<file path="config.mk">
export PLATFORM = sky130hd
export DESIGN_NAME = iter_alu_zy
export DESIGN_NICKNAME = d
export VERILOG_FILES = /design/src/rtl/iter_alu_zy.sv
export SDC_FILE = /design/constraint.sdc
export NUM_CORES = 2
export LEC_CHECK = 0
export ABC_AREA = 1
export BUFFER_PORTS_ARGS = -buffer_cell sky130_fd_sc_hd__buf_2
export CELL_PAD_IN_SITES_DETAIL_PLACEMENT = 1
export CELL_PAD_IN_SITES_GLOBAL_PLACEMENT = 2
export CORE_MARGIN = 2
export CORE_UTILIZATION = 30
export CTS_BUF_LIST = sky130_fd_sc_hd__clkbuf_8 sky130_fd_sc_hd__clkbuf_16
export DETAILED_ROUTE_END_ITERATION = 7
export GPL_ROUTABILITY_DRIVEN = 0
export PLACE_DENSITY_LB_ADDON = 0.05
export SLEW_MARGIN = 20
export SYNTH_ARGS = -nofsm -noshare
export SYNTH_HDL_FRONTEND = slang
export SYNTH_SLANG_ARGS = --single-unit
</file>
<file path="constraint.sdc">
create_clock -name clk -period 3 [get_ports clk]
set_input_delay 0.3 -clock clk [delete_from_list [all_inputs] [get_ports clk]]
set_output_delay 0.3 -clock clk [all_outputs]
set_load 0.02 [all_outputs]
</file>
<file path="src/rtl/iter_alu_zy.sv">
// iter_alu_zy: Y/Z register pair around an ALU. Logic, shift and add ops
// finish in one clock; signed MUL (radix-2 Booth) and signed DIV (restoring)
// iterate over WIDTH clocks behind a start/busy/done handshake.
module iter_alu_zy #(
  parameter int WIDTH = 32,
  parameter int SHW   = $clog2(WIDTH),
  parameter int CNTW  = $clog2(WIDTH + 1)
) (
  input  logic             clk,
  input  logic             clr,
  input  logic [WIDTH-1:0] bus_in,
  input  logic             y_in,
  input  logic [4:0]       op,
  input  logic             start,
  output logic [WIDTH-1:0] y_out,
  output logic [WIDTH-1:0] z_hi,
  output logic [WIDTH-1:0] z_lo,
  output logic             busy,
  output logic             done,
  output logic             div_by_zero
);

  localparam logic [4:0]      OP_MUL = 5'd11;
  localparam logic [4:0]      OP_DIV = 5'd12;
  localparam logic [CNTW-1:0] LAST   = CNTW'(WIDTH - 1);

  typedef enum logic [1:0] {IDLE, MUL, DIV, FIX} state_t;

  state_t           state_reg;
  logic [WIDTH-1:0] y_reg, z_hi_reg, z_lo_reg;
  logic [CNTW-1:0]  count_reg;
  logic             busy_reg, done_reg, dbz_reg;
  // Shared iteration datapath: hi_reg is the Booth accumulator (one guard bit
  // so the most-negative multiplicand never overflows) or the division
  // remainder; lo_reg is the multiplier/quotient shift register.
  logic [WIDTH:0]   hi_reg;
  logic [WIDTH-1:0] lo_reg;
  logic             q_reg;
  logic [WIDTH:0]   m_reg;
  logic             neg_q_reg, neg_r_reg;

  logic [WIDTH-1:0] a, b, a_abs, b_abs;
  logic [SHW-1:0]   sh;
  logic [WIDTH-1:0] ror_val, rol_val, alu_res;
  logic [WIDTH:0]   booth_sum, mul_hi, r_shift, trial, div_rem;
  logic [WIDTH-1:0] mul_lo, div_quo, q_fix, r_fix;

  assign a     = y_reg;
  assign b     = bus_in;
  assign sh    = b[SHW-1:0];
  assign a_abs = a[WIDTH-1] ? -a : a;
  assign b_abs = b[WIDTH-1] ? -b : b;

  // Rotates built bit by bit so every operand bit is used directly
  always_comb begin
    ror_val = '0;
    rol_val = '0;
    for (int i = 0; i < WIDTH; i++) begin
      ror_val[i] = a[(i + int'(sh)) % WIDTH];
      rol_val[i] = a[(i - int'(sh) + WIDTH) % WIDTH];
    end
  end

  // Single-cycle ALU result selected by opcode
  always_comb begin
    alu_res = '0;
    case (op)
      5'd0:    alu_res = a + b;
      5'd1:    alu_res = a - b;
      5'd2:    alu_res = a & b;
      5'd3:    alu_res = a | b;
      5'd4:    alu_res = a >> sh;
      5'd5:    alu_res = $signed(a) >>> sh;
      5'd6:    alu_res = a << sh;
      5'd7:    alu_res = ror_val;
      5'd8:    alu_res = rol_val;
      5'd9:    alu_res = -b;
      5'd10:   alu_res = ~b;
      5'd13:   alu_res = b;
      5'd14:   alu_res = b + 1'b1;
      default: alu_res = '0;
    endcase
  end

  // One Booth step and one restoring-division step, plus the final sign fix
  always_comb begin
    case ({lo_reg[0], q_reg})
      2'b01:   booth_sum = hi_reg + m_reg;
      2'b10:   booth_sum = hi_reg - m_reg;
      default: booth_sum = hi_reg;
    endcase
    mul_hi  = {booth_sum[WIDTH], booth_sum[WIDTH:1]};
    mul_lo  = {booth_sum[0], lo_reg[WIDTH-1:1]};
    r_shift = {hi_reg[WIDTH-1:0], lo_reg[WIDTH-1]};
    trial   = r_shift - m_reg;
    div_rem = trial[WIDTH] ? r_shift : trial;
    div_quo = {lo_reg[WIDTH-2:0], ~trial[WIDTH]};
    q_fix   = neg_q_reg ? -lo_reg : lo_reg;
    r_fix   = neg_r_reg ? -hi_reg[WIDTH-1:0] : hi_reg[WIDTH-1:0];
  end

  // Y register loads from the bus at any time, independent of the FSM
  always_ff @(posedge clk) begin
    if (!clr) y_reg <= '0;
    else if (y_in) y_reg <= bus_in;
  end

  // Control FSM, iteration datapath and Z register
  always_ff @(posedge clk) begin
    if (!clr) begin
      state_reg <= IDLE;
      z_hi_reg  <= '0;
      z_lo_reg  <= '0;
      count_reg <= '0;
      busy_reg  <= 1'b0;
      done_reg  <= 1'b0;
      dbz_reg   <= 1'b0;
      hi_reg    <= '0;
      lo_reg    <= '0;
      q_reg     <= 1'b0;
      m_reg     <= '0;
      neg_q_reg <= 1'b0;
      neg_r_reg <= 1'b0;
    end else begin
      done_reg <= 1'b0;
      case (state_reg)
        IDLE: begin
          if (start) begin
            dbz_reg   <= 1'b0;
            count_reg <= '0;
            if (op == OP_MUL) begin
              hi_reg    <= '0;
              lo_reg    <= a;
              q_reg     <= 1'b0;
              m_reg     <= {b[WIDTH-1], b};
              state_reg <= MUL;
            end else if (op == OP_DIV && b != '0) begin
              hi_reg    <= '0;
              lo_reg    <= a_abs;
              m_reg     <= {1'b0, b_abs};
              neg_q_reg <= a[WIDTH-1] ^ b[WIDTH-1];
              neg_r_reg <= a[WIDTH-1];
              state_reg <= DIV;
            end else if (op == OP_DIV) begin
              // Divide by zero: flag it and return the dividend with all-ones quotient
              z_hi_reg <= a;
              z_lo_reg <= '1;
              dbz_reg  <= 1'b1;
              done_reg <= 1'b1;
            end else begin
              z_hi_reg <= '0;
              z_lo_reg <= alu_res;
              done_reg <= 1'b1;
            end
          end
        end
        MUL: begin
          hi_reg    <= mul_hi;
          lo_reg    <= mul_lo;
          q_reg     <= lo_reg[0];
          count_reg <= count_reg + 1'b1;
          if (count_reg == LAST) begin
            z_hi_reg  <= mul_hi[WIDTH-1:0];
            z_lo_reg  <= mul_lo;
            busy_reg  <= 1'b0;
            done_reg  <= 1'b1;
            state_reg <= IDLE;
          end else begin
            busy_reg <= 1'b1;
          end
        end
        DIV: begin
          hi_reg    <= div_rem;
          lo_reg    <= div_quo;
          count_reg <= count_reg + 1'b1;
          busy_reg  <= 1'b1;
          if (count_reg == LAST) state_reg <= FIX;
        end
        FIX: begin
          z_hi_reg  <= r_fix;
          z_lo_reg  <= q_fix;
          busy_reg  <= 1'b0;
          done_reg  <= 1'b1;
          state_reg <= IDLE;
        end
        default: state_reg <= IDLE;
      endcase
    end
  end

  assign y_out       = y_reg;
  assign z_hi        = z_hi_reg;
  assign z_lo        = z_lo_reg;
  assign busy        = busy_reg;
  assign done        = done_reg;
  assign div_by_zero = dbz_reg;

endmodule

</file>
## Word-level counts from Yosys, hierarchy flattened

Index checks and enable logic that the tools add are counted.
Widths: inputs -> output; s select.

| operators by class | value |
|---|---|
| bitwise gates (word level) | 69 |
| equal/unequal tests | 27 |
| shift-type cells | 3 |
| reductions and logical operators | 82 |
| muxes and demuxes | 241 |
| $add $sub $neg | 106 |
| order comparisons | 64 |

Operator list:

| operator | count |
|---|---|
| $mux 32 | 17 |
| $lt 6x7->1 const B | 63 |
| $pmux 32 s13 | 1 |
| $bmux 1 s5 | 64 |
| $reduce_or 5->1 | 63 |
| $pmux 32 s3 | 3 |
| $add 6x7->8 const B | 32 |
| $mux 33 | 6 |
| $mux 1 | 137 |
| $neg 32->32 | 4 |
| $pmux 33 s3 | 1 |
| $sub 5x5->6 const A | 16 |
| $add 5x5->5 const A | 16 |
| $pmux 33 s2 | 1 |
| $sub 33x33->33 | 2 |
| $sub 4x5->6 const A | 8 |
| $add 4x5->5 const A | 8 |
| $eq 5x4->1 const B | 7 |
| $add 33x33->33 | 1 |
| $add 32x1->32 const B | 1 |
| $add 32x32->32 | 1 |
| $and 1x1->1 | 32 |
| $and 32x32->32 | 1 |
| $not 32->32 | 1 |
| 41 further kinds | 106 |

| word-level totals | value |
|---|---|
| register bits | 208 |
| input bits | 41 |

## Longest topological paths before layout

| depth | value |
|---|---|
| word-level depth | 13 |
| depth in mapped cells | 32 |

## Worst setup path after synthesis

OpenSTA, ideal clock, no wires.

| timing path | value |
|---|---|
| kind | input-to-reg |
| start | input port bus_in[3] |
| end | register z_lo_reg[31] (netlist: z_lo[31]) |
| path slack | -0.261 ns |
| required time | 2.881 ns |
| data arrival time | 3.142 ns |
| cell stages on the path | 21 |
| cells stage by stage | inv_2 buf_2 buf_2 buf_1 ha_1 inv_1 nor2_2 nand2_2 nor3_2 inv_1 nor4_1 nand4_1 nor3_1 ha_1 o22ai_1 a211oi_1 nand2_1 nor2_1 nand3_1 nand2_1 a21oi_1 |

| between the ends | value |
|---|---|
| cells in the longest elaborated chain, start to end | 11 |
| elaborated cells between the ends (all ways) | 26 |

Ends and longest elaborated chain:

| item | line | source |
|---|---|---|
| start: declaration | 11 | `input logic [WIDTH-1:0] bus_in,` |
| $sub 5x5->6 | 60 | `rol_val[i] = a[(i - int'(sh) + WIDTH) % WIDTH];` |
| $add 6x7->8 | 60 |  |
| $bmux 1 s5 | 60 |  |
| $mux 1 (implied by the code) (2 in series) | 60 |  |
| $pmux 32 s13 | 67 | `case (op)` |
| $mux 32 | 144 | `end else if (op == OP_DIV) begin` |
| $mux 32 | 137 | `end else if (op == OP_DIV && b != '0) begin` |
| $mux 32 | 131 | `if (op == OP_MUL) begin` |
| $mux 32 | 128 | `if (start) begin` |
| $pmux 32 s3 | 126 | `case (state_reg)` |
| end signal: assignment | 152 | `z_lo_reg <= alu_res;` |
| end signal: assignment | 164 | `z_lo_reg <= mul_lo;` |
| end signal: assignment | 181 | `z_lo_reg <= q_fix;` |
| end: declaration | 30 | `logic [WIDTH-1:0] y_reg, z_hi_reg, z_lo_reg;` |

Parallel ways exist; a longest one is shown, timed or not. The select of a mux whose other input is x is not followed.
A chain may end at the register's enable or synchronous reset.

## Final worst setup path

| timing path | value |
|---|---|
| start | register m_reg[1] |
| end | register z_hi_reg[30] (netlist: z_hi[30]) |

| between the ends | value |
|---|---|
| cells in the longest elaborated chain, start to end | 4 |
| elaborated cells between the ends (all ways) | 5 |

Ends and longest elaborated chain:

| item | line | source |
|---|---|---|
| start: declaration | 39 | `logic [WIDTH:0] m_reg;` |
| start signal: assignment | 135 | `m_reg <= {b[WIDTH-1], b};` |
| start signal: assignment | 140 | `m_reg <= {1'b0, b_abs};` |
| $sub 33x33->33 / $add 33x33->33 (equally long branches) | 89, 88 |  |
| $pmux 33 s2 * | 87 | `case ({lo_reg[0], q_reg})` |
| $mux 32 * | 162 | `if (count_reg == LAST) begin` |
| $pmux 32 s3 * | 126 |  |
| end signal: assignment | 163 | `z_hi_reg <= mul_hi[WIDTH-1:0];` |
| end signal: assignment | 180 | `z_hi_reg <= r_fix;` |
| end: declaration | 30 |  |

Every way passes the cells marked *; elsewhere a longest branch is shown, timed or not. The select of a mux whose other input is x is not followed.

==> results by group <==
Power and ir drop
  • Switch Pwr: 14.1 mW
  • Internal power: 12.1 mW
  • Flop pwr share: 0.156
  • Switching share of power: 0.538
  • Comb pwr share: 0.691
  • Pleak: 22.9 nW
  • Pwr/cell area: 563 mW/mm^2
  • Peak supply drop: 0.481 mV
  • Clock share of power: 0.154

Logic synthesis
  • Synthesis-stage register bit count: 208
  • Commonest register cell after synthesis: dfxtp_1
  • Sequential fraction of the synthesis area: 0.128
  • Cell area after synthesis: 0.0326 mm^2
  • Synth cell types: 72
  • Synth warnings: 0
  • Synth Instances: 5929
  • EDFF count, synth: 0
  • Mean area per synthesized cell: 5.49 um^2
  • Async S/R FF share, synth: 0
  • Synthesized Nets: 6188

GRT
  • Total GRT Usage: 0.389
  • Initial antenna violation count: 15
  • Met2 GRT Util: 0.613
  • M1 GR Usage: 0.488
  • GR Layer Usage met3: 0.0583
  • GRT overflow: 0
  • First-pass GRT wire length: 320000 um
  • Busiest layer in global routing: met2
  • Vias in the first global route: 46800
  • Pin count of the biggest net entering global routing: 74

Finish
  • Layout cell share with drive strength beyond 1: 0.273
  • # nets final: 7252
  • Post-route cell area: 0.0464 mm^2
  • Multi-input logic area: 0.0270 mm^2
  • # fillers: 14500
  • Commonest cells after routing, fill and taps aside: nand2_1, buf_4, nand3_1
  • Register area: 0.00419 mm^2
  • Area Overhead vs Synth: 42.5%
  • Commonest non-fill, non-tap cell in the layout: nand2_1

STA
  • Final hold vios: 0
  • Skew final: 0.0318 ns
  • Fin crit period: 3.61 ns
  • Final Setup Violations: 47
  • Upper clock frequency limit: 277 MHz
  • Worst-margin pin slew: 1.07 ns
  • Final setup margin: -0.606 ns
  • Max-slew headroom: 0.284
  • Unrepaired setup endpoints after global routing: yes
  • Setup TNS: -17.98 ns
  • Final hold slack: 0.0511 ns
  • Tcrit/Tclk final: 1.20
  • Final slew viol count: 0

Setup path
  • CP endpoint kind: register
  • Worst path arrival time: 4.19 ns
  • CP Class: reg -> reg
  • Startpoint class of the critical path: register
  • Reg2reg setup slack: -0.61 ns
  • Crit-path max FO: 4
  • Data required, critical path: 3.58 ns

Run status
  • Violated checks: negative setup slack
  • Status: finished, violations left

Hold path
  • HP Class: in -> reg

Die
  • Core area: 0.107 mm^2
  • Num rows: 120
  • Ports: 140
  • Initial Util: 0.303
  • Die ar.: 0.111 mm^2
  • Die extent in x: 334 um
  • Die H: 334 um

Clocking
  • CTS max path bufs: 3
  • Root Buffer: clkbuf_16
  • Number of buffers created by CTS: 31
  • CTS sink count: 208
  • CTS tree: built
  • Worst-path clk slew: 0.06 ns
  • H-tree levels: 1
  • Clk_lat worst skew: 0.68 ns

Detailed routing
  • DR iter-0 viols: 4497
  • First-pass DRT Iterations: 5
  • Routed wire length per instance: 26.9 um
  • Routed Antenna Nets: 0
  • DRC errors left: 0
  • Vias per cell: 5.66
  • DRT Wirelength: 226000 um
  • Vias: 47700

Placement
  • I/O Buffers: 139
  • HPWL after DPL: 186000 um
  • Area after DPL: 0.0428 mm^2

Run
  • Max Cap Violations: 0
[path summary, 6_finish.rpt]
check / from / endpoint / depth (start not counted)
worst max-delay path: m_reg[1] / z_hi[30] / 25
worst min-delay path: bus_in[6] / y_out[6] / 3
worst max register to register: m_reg[1] / z_hi[30] / 25
worst min register to register: div_by_zero / div_by_zero / 2
[cell families (layout without fill, tap and decap cells)]
logic type      after synthesis  after routing  share of synthesized area
simple gates               3342           3342                      0.441
compound gates             1192           1192                      0.204
buf+inv                     842           1931                      0.106
fa+ha+maj                   218            218                     0.0847
flops                       208            208                      0.128
xor+xnor                    120            120                     0.0341
mux                           7              7                    0.00215
other cells                   0              6                          0
[repair_timing]
item                                    4_1_cts  5_1_grt
buffers inserted                             33       18
resized for setup                           313      277
pin swaps                                   105       97
hold buffers                                  1        0
endpoints found under the hold margin         1        0
endpoints found under the setup margin       81       91
cloned                                        2        0
[synth_stat cells, drive strengths merged (4+ instances only)]
library cell | instances | area [um^2]
o21a | 27 | 203
xnor2 | 14 | 141
a41oi | 15 | 191
nor2 | 613 | 2440
fa | 4 | 80.1
and3 | 7 | 43.8
nand3 | 807 | 4080
nand3b | 34 | 255
nor4 | 16 | 100
a31oi | 41 | 257
dfxtp | 208 | 4160
nand4 | 68 | 432
inv | 575 | 2160
nor3 | 74 | 427
o211ai | 53 | 403
xor2 | 106 | 970
o22ai | 29 | 181
mux2i | 7 | 70.1
o31ai | 4 | 30.0
a211oi | 23 | 173
or2 | 21 | 131
a21oi | 432 | 2180
o21bai | 12 | 90.1
nand2 | 1696 | 6430
buf | 127 | 762
clkbuf | 128 | 487
clkinv | 12 | 46.3
o2111ai | 6 | 52.6
a32oi | 4 | 35.0
o21ai | 520 | 2630
a21o | 10 | 75.1
ha | 214 | 2680
[power groups by stage]
stage | registers [mW] | logic, mW | clock network [mW]
2_1_floorplan | 4.38 | 7.79 | 0
3_3_place_gp | 4.09 | 15.3 | 0
3_5_place_dp | 4.09 | 15.5 | 0
4_1_cts | 4.04 | 16.8 | 4.03
5_1_grt | 4.13 | 19.2 | 4.13
6_report | 4.08 | 18.1 | 4.01
[stage by stage]
step | worst slack (ns) | total power, mW | std cells | util
2_1_floorplan | -0.116 | 12.2 | 5929 | -
3_3_place_gp | -1.00 | 19.4 | 8313 | 0.398
3_5_place_dp | -1.13 | 19.6 | 8313 | 0.398
4_1_cts | -0.490 | 24.9 | 8403 | 0.422
5_1_grt | -0.915 | 27.4 | 8422 | 0.432
6_report | -0.606 | 26.2 | 8427 | 0.432
[layout make-up]
class / count / share of cell area
multi-input combinational: 4879 / 0.582
timing repair buffer: 1286 / 0.219
sequential: 208 / 0.0903
inverter: 587 / 0.0482
tap: 1403 / 0.0378
clock buffer: 36 / 0.0182
clock inverter: 22 / 0.00426
antenna: 6 / 0.000323
[critical path: stages (launching register included)]
cell and delay (ns):
dfxtp_2 0.33, inv_4 0.07, nand3_4 0.08, nor3_4 0.15, nand3_2 0.14, nor3_4 0.19, nand4_1 0.22, nor2_4 0.19
inv_2 0.06, nor2_1 0.09, nand2_1 0.08, nand2_2 0.13, xor2_1 0.09, ha_1 0.37, buf_6 0.15, nand2_8 0.06
nor2_4 0.14, nand2_2 0.08, nor3_2 0.15, nand2_1 0.13, nand2_1 0.09, nand2_1 0.07, nand3_2 0.14, nand2_2 0.07
buf_4 0.13, a31oi_1 0.14
[per-layer routing]
metal	part of all wire	up-vias
met2	0.43	2072
met5	0.00034	-
met1	0.41	23000
li1	-	21900
met3	0.074	610
met4	0.085	12
(Power assumes the default switching activity.)
